==> src/rtl/ram_arbiter_pkg.sv <==
// ram_arbiter_pkg: shared constants and types for the RAM arbiter slice.
//   - word/reset/write-enable encodings reused across the memory path
//   - default starvation limit and RAM depth
//   - grant encoding (NONE/INST/DATA) and the per-port response struct
package ram_arbiter_pkg;

    localparam int          XLEN           = 32;
    localparam logic [31:0] ZERO_WORD      = 32'h0000_0000;
    localparam logic        RST_ENABLE     = 1'b1;
    localparam logic        WRITE_ENABLE   = 1'b1;

    localparam int          ARB_STARVE_MAX = 4;
    localparam int          ARB_RAM_DEPTH  = 4096;

    // Port slots in the per-port packed arrays
    localparam int          NUM_PORTS      = 2;
    localparam int          PORT_I         = 0;
    localparam int          PORT_D         = 1;

    typedef enum logic [1:0] {
        GNT_NONE = 2'b00,
        GNT_INST = 2'b01,
        GNT_DATA = 2'b10
    } grant_e;

    typedef struct packed {
        logic            ack;
        logic            err;
        logic [XLEN-1:0] rdata;
    } port_rsp_t;

    // Saturating increment of the 4-bit starvation counter
    function automatic logic [3:0] starve_inc(input logic [3:0] cnt, input logic [3:0] lim);
        return (cnt >= lim) ? lim : cnt + 4'd1;
    endfunction

endpackage

==> src/rtl/ram_arbiter_if.sv <==
// ram_arbiter_if: bundles the fetch port, load/store port, RAM-side bus and
// pipeline stall line of the RAM arbiter.
//   slave  : arbiter view (requests in, responses/RAM controls out)
//   master : requester/environment view (mirror image)
interface ram_arbiter_if;
    import ram_arbiter_pkg::*;

    // Fetch port
    logic            i_req_i;
    logic [XLEN-1:0] i_addr_i;
    logic            i_ack_o;
    logic            i_err_o;
    logic [XLEN-1:0] i_rdata_o;
    // Load/store port
    logic            d_req_i;
    logic            d_we_i;
    logic [XLEN-1:0] d_addr_i;
    logic [XLEN-1:0] d_wdata_i;
    logic            d_ack_o;
    logic            d_err_o;
    logic [XLEN-1:0] d_rdata_o;
    // RAM side
    logic            ram_we_o;
    logic [XLEN-1:0] ram_addr_o;
    logic [XLEN-1:0] ram_wdata_o;
    logic [XLEN-1:0] ram_rdata_i;
    // Pipeline control / debug
    logic            stall_req_o;
    grant_e          last_grant_o;

    modport slave (
        input  i_req_i, i_addr_i, d_req_i, d_we_i, d_addr_i, d_wdata_i, ram_rdata_i,
        output i_ack_o, i_err_o, i_rdata_o, d_ack_o, d_err_o, d_rdata_o,
               ram_we_o, ram_addr_o, ram_wdata_o, stall_req_o, last_grant_o
    );

    modport master (
        output i_req_i, i_addr_i, d_req_i, d_we_i, d_addr_i, d_wdata_i, ram_rdata_i,
        input  i_ack_o, i_err_o, i_rdata_o, d_ack_o, d_err_o, d_rdata_o,
               ram_we_o, ram_addr_o, ram_wdata_o, stall_req_o, last_grant_o
    );

endinterface

==> src/rtl/ram_arbiter_mem_addr_check.sv <==
// ram_arbiter_mem_addr_check: combinational access-fault detector for one port.
//   addr_i  : byte address of the request
//   fault_o : 1 when the address is not word aligned or its word index
//             is at or beyond RAM_DEPTH
module ram_arbiter_mem_addr_check
    import ram_arbiter_pkg::*;
#(
    parameter int RAM_DEPTH = ARB_RAM_DEPTH
) (
    input  logic [XLEN-1:0] addr_i,
    output logic            fault_o
);

    logic misaligned;
    logic out_of_range;

    assign misaligned   = (addr_i[1:0] != 2'b00);
    // Compare the full 30-bit word index so huge addresses never alias into range
    assign out_of_range = ({2'b00, addr_i[XLEN-1:2]} >= 32'(RAM_DEPTH));
    assign fault_o      = misaligned | out_of_range;

endmodule

==> src/rtl/ram_arbiter.sv <==
// ram_arbiter: shares a single-port RAM between the fetch port (I, read only)
// and the load/store port (D). One access per cycle, D has priority, but a
// fetch denied STARVE_MAX cycles in a row wins the next arbitration.
//   clk, rst : clock, synchronous active-high reset
//   bus      : ram_arbiter_if.slave (requests, responses, RAM bus, stall)
// Responses are registered: a grant in cycle N acks in cycle N+1.
module ram_arbiter
    import ram_arbiter_pkg::*;
#(
    parameter int STARVE_MAX = ARB_STARVE_MAX,
    parameter int RAM_DEPTH  = ARB_RAM_DEPTH
) (
    input  logic          clk,
    input  logic          rst,
    ram_arbiter_if.slave  bus
);

    localparam logic [3:0] STARVE_LIM = 4'(STARVE_MAX);

    logic [NUM_PORTS-1:0][XLEN-1:0] port_addr;
    logic [NUM_PORTS-1:0]           fault;

    logic      rst_on;
    logic      starve_hit;
    logic      gnt_i;
    logic      gnt_d;
    logic      ram_we;

    port_rsp_t i_rsp_d, i_rsp_q;
    port_rsp_t d_rsp_d, d_rsp_q;
    logic [3:0] starve_d, starve_q;
    grant_e     last_grant_d, last_grant_q;

    assign port_addr[PORT_I] = bus.i_addr_i;
    assign port_addr[PORT_D] = bus.d_addr_i;

    for (genvar g = 0; g < NUM_PORTS; g++) begin : g_chk
        ram_arbiter_mem_addr_check #(
            .RAM_DEPTH (RAM_DEPTH)
        ) u_chk (
            .addr_i  (port_addr[g]),
            .fault_o (fault[g])
        );
    end

    always_comb begin
        rst_on       = (rst == RST_ENABLE);
        // Fetch has waited long enough: it takes this slot even if D asks
        starve_hit   = bus.i_req_i && (starve_q == STARVE_LIM);
        gnt_d        = bus.d_req_i && !starve_hit;
        gnt_i        = bus.i_req_i && !gnt_d;

        ram_we            = 1'b0;
        bus.ram_addr_o    = ZERO_WORD;
        bus.ram_wdata_o   = ZERO_WORD;
        last_grant_d      = GNT_NONE;

        if (gnt_d) begin
            bus.ram_addr_o  = bus.d_addr_i;
            bus.ram_wdata_o = bus.d_wdata_i;
            // A faulted store still burns the slot but must not touch the RAM
            ram_we          = (bus.d_we_i == WRITE_ENABLE) && !fault[PORT_D];
            last_grant_d    = GNT_DATA;
        end else if (gnt_i) begin
            bus.ram_addr_o  = bus.i_addr_i;
            last_grant_d    = GNT_INST;
        end

        // Reset wins over any in-flight store
        bus.ram_we_o    = ram_we && !rst_on;
        bus.stall_req_o = !rst_on && ((bus.i_req_i && !gnt_i) || (bus.d_req_i && !gnt_d));

        i_rsp_d.ack   = gnt_i;
        i_rsp_d.err   = gnt_i && fault[PORT_I];
        i_rsp_d.rdata = (gnt_i && !fault[PORT_I]) ? bus.ram_rdata_i : ZERO_WORD;

        d_rsp_d.ack   = gnt_d;
        d_rsp_d.err   = gnt_d && fault[PORT_D];
        // Stores return ZeroWord, only clean loads capture RAM data
        d_rsp_d.rdata = (gnt_d && !fault[PORT_D] && !bus.d_we_i) ? bus.ram_rdata_i : ZERO_WORD;

        starve_d = (bus.i_req_i && !gnt_i) ? starve_inc(starve_q, STARVE_LIM) : 4'd0;
    end

    always_ff @(posedge clk) begin
        if (rst == RST_ENABLE) begin
            i_rsp_q      <= '0;
            d_rsp_q      <= '0;
            starve_q     <= 4'd0;
            last_grant_q <= GNT_NONE;
        end else begin
            i_rsp_q      <= i_rsp_d;
            d_rsp_q      <= d_rsp_d;
            starve_q     <= starve_d;
            last_grant_q <= last_grant_d;
        end
    end

    assign bus.i_ack_o      = i_rsp_q.ack;
    assign bus.i_err_o      = i_rsp_q.err;
    assign bus.i_rdata_o    = i_rsp_q.rdata;
    assign bus.d_ack_o      = d_rsp_q.ack;
    assign bus.d_err_o      = d_rsp_q.err;
    assign bus.d_rdata_o    = d_rsp_q.rdata;
    assign bus.last_grant_o = last_grant_q;

endmodule

==> src/flat_wrapper.sv <==
// flat-port wrapper written by rule: the top's interface ports become plain ports
module ram_arbiter_flat import ram_arbiter_pkg::*;
#(
    parameter int STARVE_MAX = ARB_STARVE_MAX,
    parameter int RAM_DEPTH  = ARB_RAM_DEPTH
)
  (clk, rst, bus_i_req_i, bus_i_addr_i, bus_d_req_i, bus_d_we_i, bus_d_addr_i, bus_d_wdata_i, bus_ram_rdata_i, bus_i_ack_o, bus_i_err_o, bus_i_rdata_o, bus_d_ack_o, bus_d_err_o, bus_d_rdata_o, bus_ram_we_o, bus_ram_addr_o, bus_ram_wdata_o, bus_stall_req_o, bus_last_grant_o);
  ram_arbiter_if bus_i ();
  input  logic clk;
  input  logic rst;
  input wire logic [$bits(bus_i.i_req_i)-1:0] bus_i_req_i;
  input wire logic [$bits(bus_i.i_addr_i)-1:0] bus_i_addr_i;
  input wire logic [$bits(bus_i.d_req_i)-1:0] bus_d_req_i;
  input wire logic [$bits(bus_i.d_we_i)-1:0] bus_d_we_i;
  input wire logic [$bits(bus_i.d_addr_i)-1:0] bus_d_addr_i;
  input wire logic [$bits(bus_i.d_wdata_i)-1:0] bus_d_wdata_i;
  input wire logic [$bits(bus_i.ram_rdata_i)-1:0] bus_ram_rdata_i;
  output wire logic [$bits(bus_i.i_ack_o)-1:0] bus_i_ack_o;
  output wire logic [$bits(bus_i.i_err_o)-1:0] bus_i_err_o;
  output wire logic [$bits(bus_i.i_rdata_o)-1:0] bus_i_rdata_o;
  output wire logic [$bits(bus_i.d_ack_o)-1:0] bus_d_ack_o;
  output wire logic [$bits(bus_i.d_err_o)-1:0] bus_d_err_o;
  output wire logic [$bits(bus_i.d_rdata_o)-1:0] bus_d_rdata_o;
  output wire logic [$bits(bus_i.ram_we_o)-1:0] bus_ram_we_o;
  output wire logic [$bits(bus_i.ram_addr_o)-1:0] bus_ram_addr_o;
  output wire logic [$bits(bus_i.ram_wdata_o)-1:0] bus_ram_wdata_o;
  output wire logic [$bits(bus_i.stall_req_o)-1:0] bus_stall_req_o;
  output wire logic [$bits(bus_i.last_grant_o)-1:0] bus_last_grant_o;
  assign bus_i.i_req_i = bus_i_req_i;
  assign bus_i.i_addr_i = bus_i_addr_i;
  assign bus_i.d_req_i = bus_d_req_i;
  assign bus_i.d_we_i = bus_d_we_i;
  assign bus_i.d_addr_i = bus_d_addr_i;
  assign bus_i.d_wdata_i = bus_d_wdata_i;
  assign bus_i.ram_rdata_i = bus_ram_rdata_i;
  assign bus_i_ack_o = bus_i.i_ack_o;
  assign bus_i_err_o = bus_i.i_err_o;
  assign bus_i_rdata_o = bus_i.i_rdata_o;
  assign bus_d_ack_o = bus_i.d_ack_o;
  assign bus_d_err_o = bus_i.d_err_o;
  assign bus_d_rdata_o = bus_i.d_rdata_o;
  assign bus_ram_we_o = bus_i.ram_we_o;
  assign bus_ram_addr_o = bus_i.ram_addr_o;
  assign bus_ram_wdata_o = bus_i.ram_wdata_o;
  assign bus_stall_req_o = bus_i.stall_req_o;
  assign bus_last_grant_o = bus_i.last_grant_o;
  ram_arbiter #(.STARVE_MAX(STARVE_MAX), .RAM_DEPTH(RAM_DEPTH)) u_core (.clk(clk), .rst(rst), .bus(bus_i));
endmodule
==> config.mk <==
export PLATFORM = sky130hd
export DESIGN_NAME = ram_arbiter_flat
export DESIGN_NICKNAME = d
export VERILOG_FILES = /design/src/rtl/ram_arbiter_pkg.sv /design/src/rtl/ram_arbiter_if.sv /design/src/rtl/ram_arbiter_mem_addr_check.sv /design/src/rtl/ram_arbiter.sv /design/src/flat_wrapper.sv
export SDC_FILE = /design/constraint.sdc
export NUM_CORES = 1
export LEC_CHECK = 0
export ABC_CLOCK_PERIOD_IN_PS = 3400
export BUFFER_PORTS_ARGS = -buffer_cell sky130_fd_sc_hd__clkbuf_2
export CAP_MARGIN = 20
export CORE_AREA = 2 2 106 108
export DETAILED_ROUTE_END_ITERATION = 10
export DIE_AREA = 0 0 108 110
export PLACE_DENSITY = 0.7
export REMOVE_ABC_BUFFERS = 1
export SYNTH_ARGS = -nofsm -noshare
export SYNTH_HDL_FRONTEND = slang
export SYNTH_SLANG_ARGS = --single-unit
==> constraint.sdc <==
create_clock -name clk -period 3.4 [get_ports clk]
set_input_delay 0.17 -clock clk [delete_from_list [all_inputs] [get_ports clk]]
set_output_delay 0.17 -clock clk [all_outputs]
set_load 0.005 [all_outputs]
==> summary.md <==
| Metric | Value |
|---|---|
| # Max-Cap Violations | `0` |
| Setup Total Neg Slack | `0 ns` |
| Pwr Density | `between 300 and 400 nW/um^2` |
| Most frequent cells in the layout | `268 x clkbuf_2, 73 x dfxtp_1, 66 x nand2_1` |
| Antenna Violating Nets Remaining | `0` |
| Lkg Pwr | `2.573 nW` |
| Clock transition at path regs | `0.07 ns` |
| Vias | `approximately 4000` |
| Detailed Place HPWL | `around 11000 um` |
| Gate Count Post-Synth | `413` |
| Post-CTS Setup Bufs | `0` |
| Avg Cell Area, Syn | `8.758 um^2` |
| Routability Congestion | `0.9492` |
| Clk_skew | `0.005092 ns` |
| Synth warn | `0` |
| Max Freq | `386.8 MHz` |
| Grt total ovfl | `0` |
| Hold Buf Count CTS | `0` |
| Status | `finished, final reports clean` |
| DRT iter0 DRCs | `212` |
| Worst vdd ir | `0.1657 mV` |
| Final critical-path share of the clock period | `0.7604` |
| Area of the mapped netlist | `3617 um^2` |
| Vias in the first global route | `around 3700` |
| Number of cells after detailed placement | `785` |
| Pre-Repair DR Iteration Count | `5` |
| Setup WS post-layout | `0.8147 ns` |
| Worst hold path class | `in -> reg` |
| Clock buffer depth | `2` |
| Finished Layout Cells | `~800` |
| Startpoint Class | `flop` |
| Crit path arrival time | `2.42 ns` |
| I/O pins | `269` |
| CTS Buf Count | `9` |
| Post-layout nets | `791` |
| CTS tree | `yes` |
| Total clock sinks | `73` |
| Area growth syn-to-layout | `41.89%` |
| Vias per cell | `5.017` |
| Largest net degree at the start of global routing | `67` |
| Post-placement worst setup slack | `about 1.2 ns` |
| I/O Buffers | `268` |
| Post-route minimum period | `2.585 ns` |
| Maximum fanout along the worst path | `21` |
| Crit path kind | `reg -> out` |
| Antenna diodes | `0` |
| Worst slew pin tran | `~0.98 ns` |
| Leading cell type in the layout, fill and taps excluded | `clkbuf_2` |
| Antenna violations before repair | `0` |
| RSZ-0062 raised after global routing | `false` |
| Synth unique cells | `26` |
| GRT Overall Usage | `0.2216` |
| Chip Width | `108 um` |
| CTS H-tree lvls | `3` |
| Core area | `10700 um^2` |
| Starting Density | `0.3381` |
| Max-slew violations | `0` |
| Global-route wire length before repair | `between 15000 and 20000 um` |
| Critical Path RT | `3.23 ns` |
| Layout filler cell count | `1095` |
| Wire per inst | `16.66 um` |
| Setup violators final | `0` |
| Residual DRC count | `0` |
| Critical Path End Type | `output port` |
| Final wirelength | `13350 um` |
| #FFs+latches synth | `73` |
| Die Y | `110 um` |
| Share of cells above drive strength 1 | `0.5386` |
| Seq/Total Area, Yosys | `0.4040` |
| Post-CTS Resized | `0` |
| Slew HR | `0.3445` |
| Clk Latency, worst-skew pair | `0.35 ns` |
| Root Driver | `clkbuf_8` |
| Final hold vios | `0` |
| FP Rows | `38` |
| Die area | `11880 um^2` |
-- final cells by class --
| type | instances | area, um^2 | area share |
|---|---|---|---|
| Timing Repair Buffer | 277 | 1409 | 0.2745 |
| Clock inverter | 4 | 27.53 | 0.005363 |
| Clock buffer | 12 | 155.1 | 0.03023 |
| Sequential cell | 73 | 1461 | 0.2847 |
| Inverter | 41 | 153.9 | 0.02999 |
| Tap cell | 140 | 175.2 | 0.03413 |
| Multi-Input combinational cell | 254 | 1750 | 0.3411 |
-- synth_stat cells --
master	instances	area share
o21ai_0	33	0.046
nand4b_1	1	0.0024
buf_6	4	0.012
and3b_1	1	0.0024
or4_4	1	0.0031
o21ba_2	2	0.0055
buf_4	1	0.0021
nor4_2	58	0.20
buf_12	3	0.017
o21ai_2	1	0.0024
nor2b_1	1	0.0017
nor4_1	16	0.028
dfxtp_1	73	0.40
a21oi_1	2	0.0028
nand3b_1	1	0.0021
inv_1	41	0.043
or4_1	1	0.0021
nand3_1	32	0.044
conb_1	1	0.0010
and3_1	32	0.055
nor4b_1	1	0.0024
ha_1	2	0.0069
nand4_1	2	0.0035
buf_2	10	0.014
clkbuf_1	27	0.028
nand2_1	66	0.068
-- metrics by stage --
step / util / power, mW / area (um^2) / hold WS [ns]
after global routing: 0.4798 / 1.877 / 5132 / 0.03199
after floorplan: - / 0.9920 / 3353 / 0.2890
after detailed placement: 0.4627 / 1.191 / 4950 / 0.3951
after global placement: 0.4627 / 1.187 / 4950 / 0.3900
after CTS: 0.4798 / 1.811 / 5132 / 0.01703
final: 0.4798 / 1.786 / 5132 / 0.03337
-- final timing paths --
| kind | end | start | cells past startpoint | slack (ns) |
|---|---|---|---|---|
| setup / recovery | bus_ram_addr_o[15] | u_core.starve_q[0] | 7 | 0.81 |
| hold / removal | u_core.bus.i_rdata_o[26] | bus_ram_rdata_i[26] | 3 | 0.03 |
| setup reg to reg | u_core.bus.i_rdata_o[27] | u_core.starve_q[0] | 6 | 1.42 |
| hold reg to reg | u_core.starve_q[0] | u_core.starve_q[0] | 1 | 0.46 |
-- power by group --
group | switching [mW] | internal [mW]
combinational | 0.177 | 0.131
clock | 0.313 | 0.303
sequential | 0.00237 | 0.859
total | 0.493 | 1.29
-- flip-flops by register name (all words and copies together), names as in the netlist --
signal and flops:
u_core.bus.d_rdata_o 32, u_core.bus.d_err_o 1, u_core.starve_q 4, u_core.bus.i_rdata_o 32, u_core.bus.last_grant_o 2, u_core.bus.i_err_o 1, u_core.bus.i_ack_o 1
-- logic make-up (layout without fill, tap and decap cells) --
kind of cell | after synthesis | after routing | share of synthesized area
simple gates | 213 | 213 | 0.4161
buf+inv | 86 | 334 | 0.1155
flops | 73 | 73 | 0.4040
compound gates | 38 | 38 | 0.05638
fa+ha+maj | 2 | 2 | 0.006917
other cells | 1 | 1 | 0.001037
-- worst max-delay path: stages, from the launching register on --
cell and delay (ns):
dfxtp_1 0.36, inv_1 0.05, ha_1 0.22, and3b_1 0.22, a21oi_2 0.67, buf_4 0.30
o21ai_0 0.12, clkbuf_2 0.13
-- layer usage --
metal,vias to the layer above,GRT usage,share of wire
met2,245,0.3792,0.48
met3,26,0.08936,0.12
li1,1913,-,-
met1,1835,0.2414,0.36
met5,-,0,0
met4,0,0.1016,0.038
Note: power is estimated with default switching activity, not from simulation.
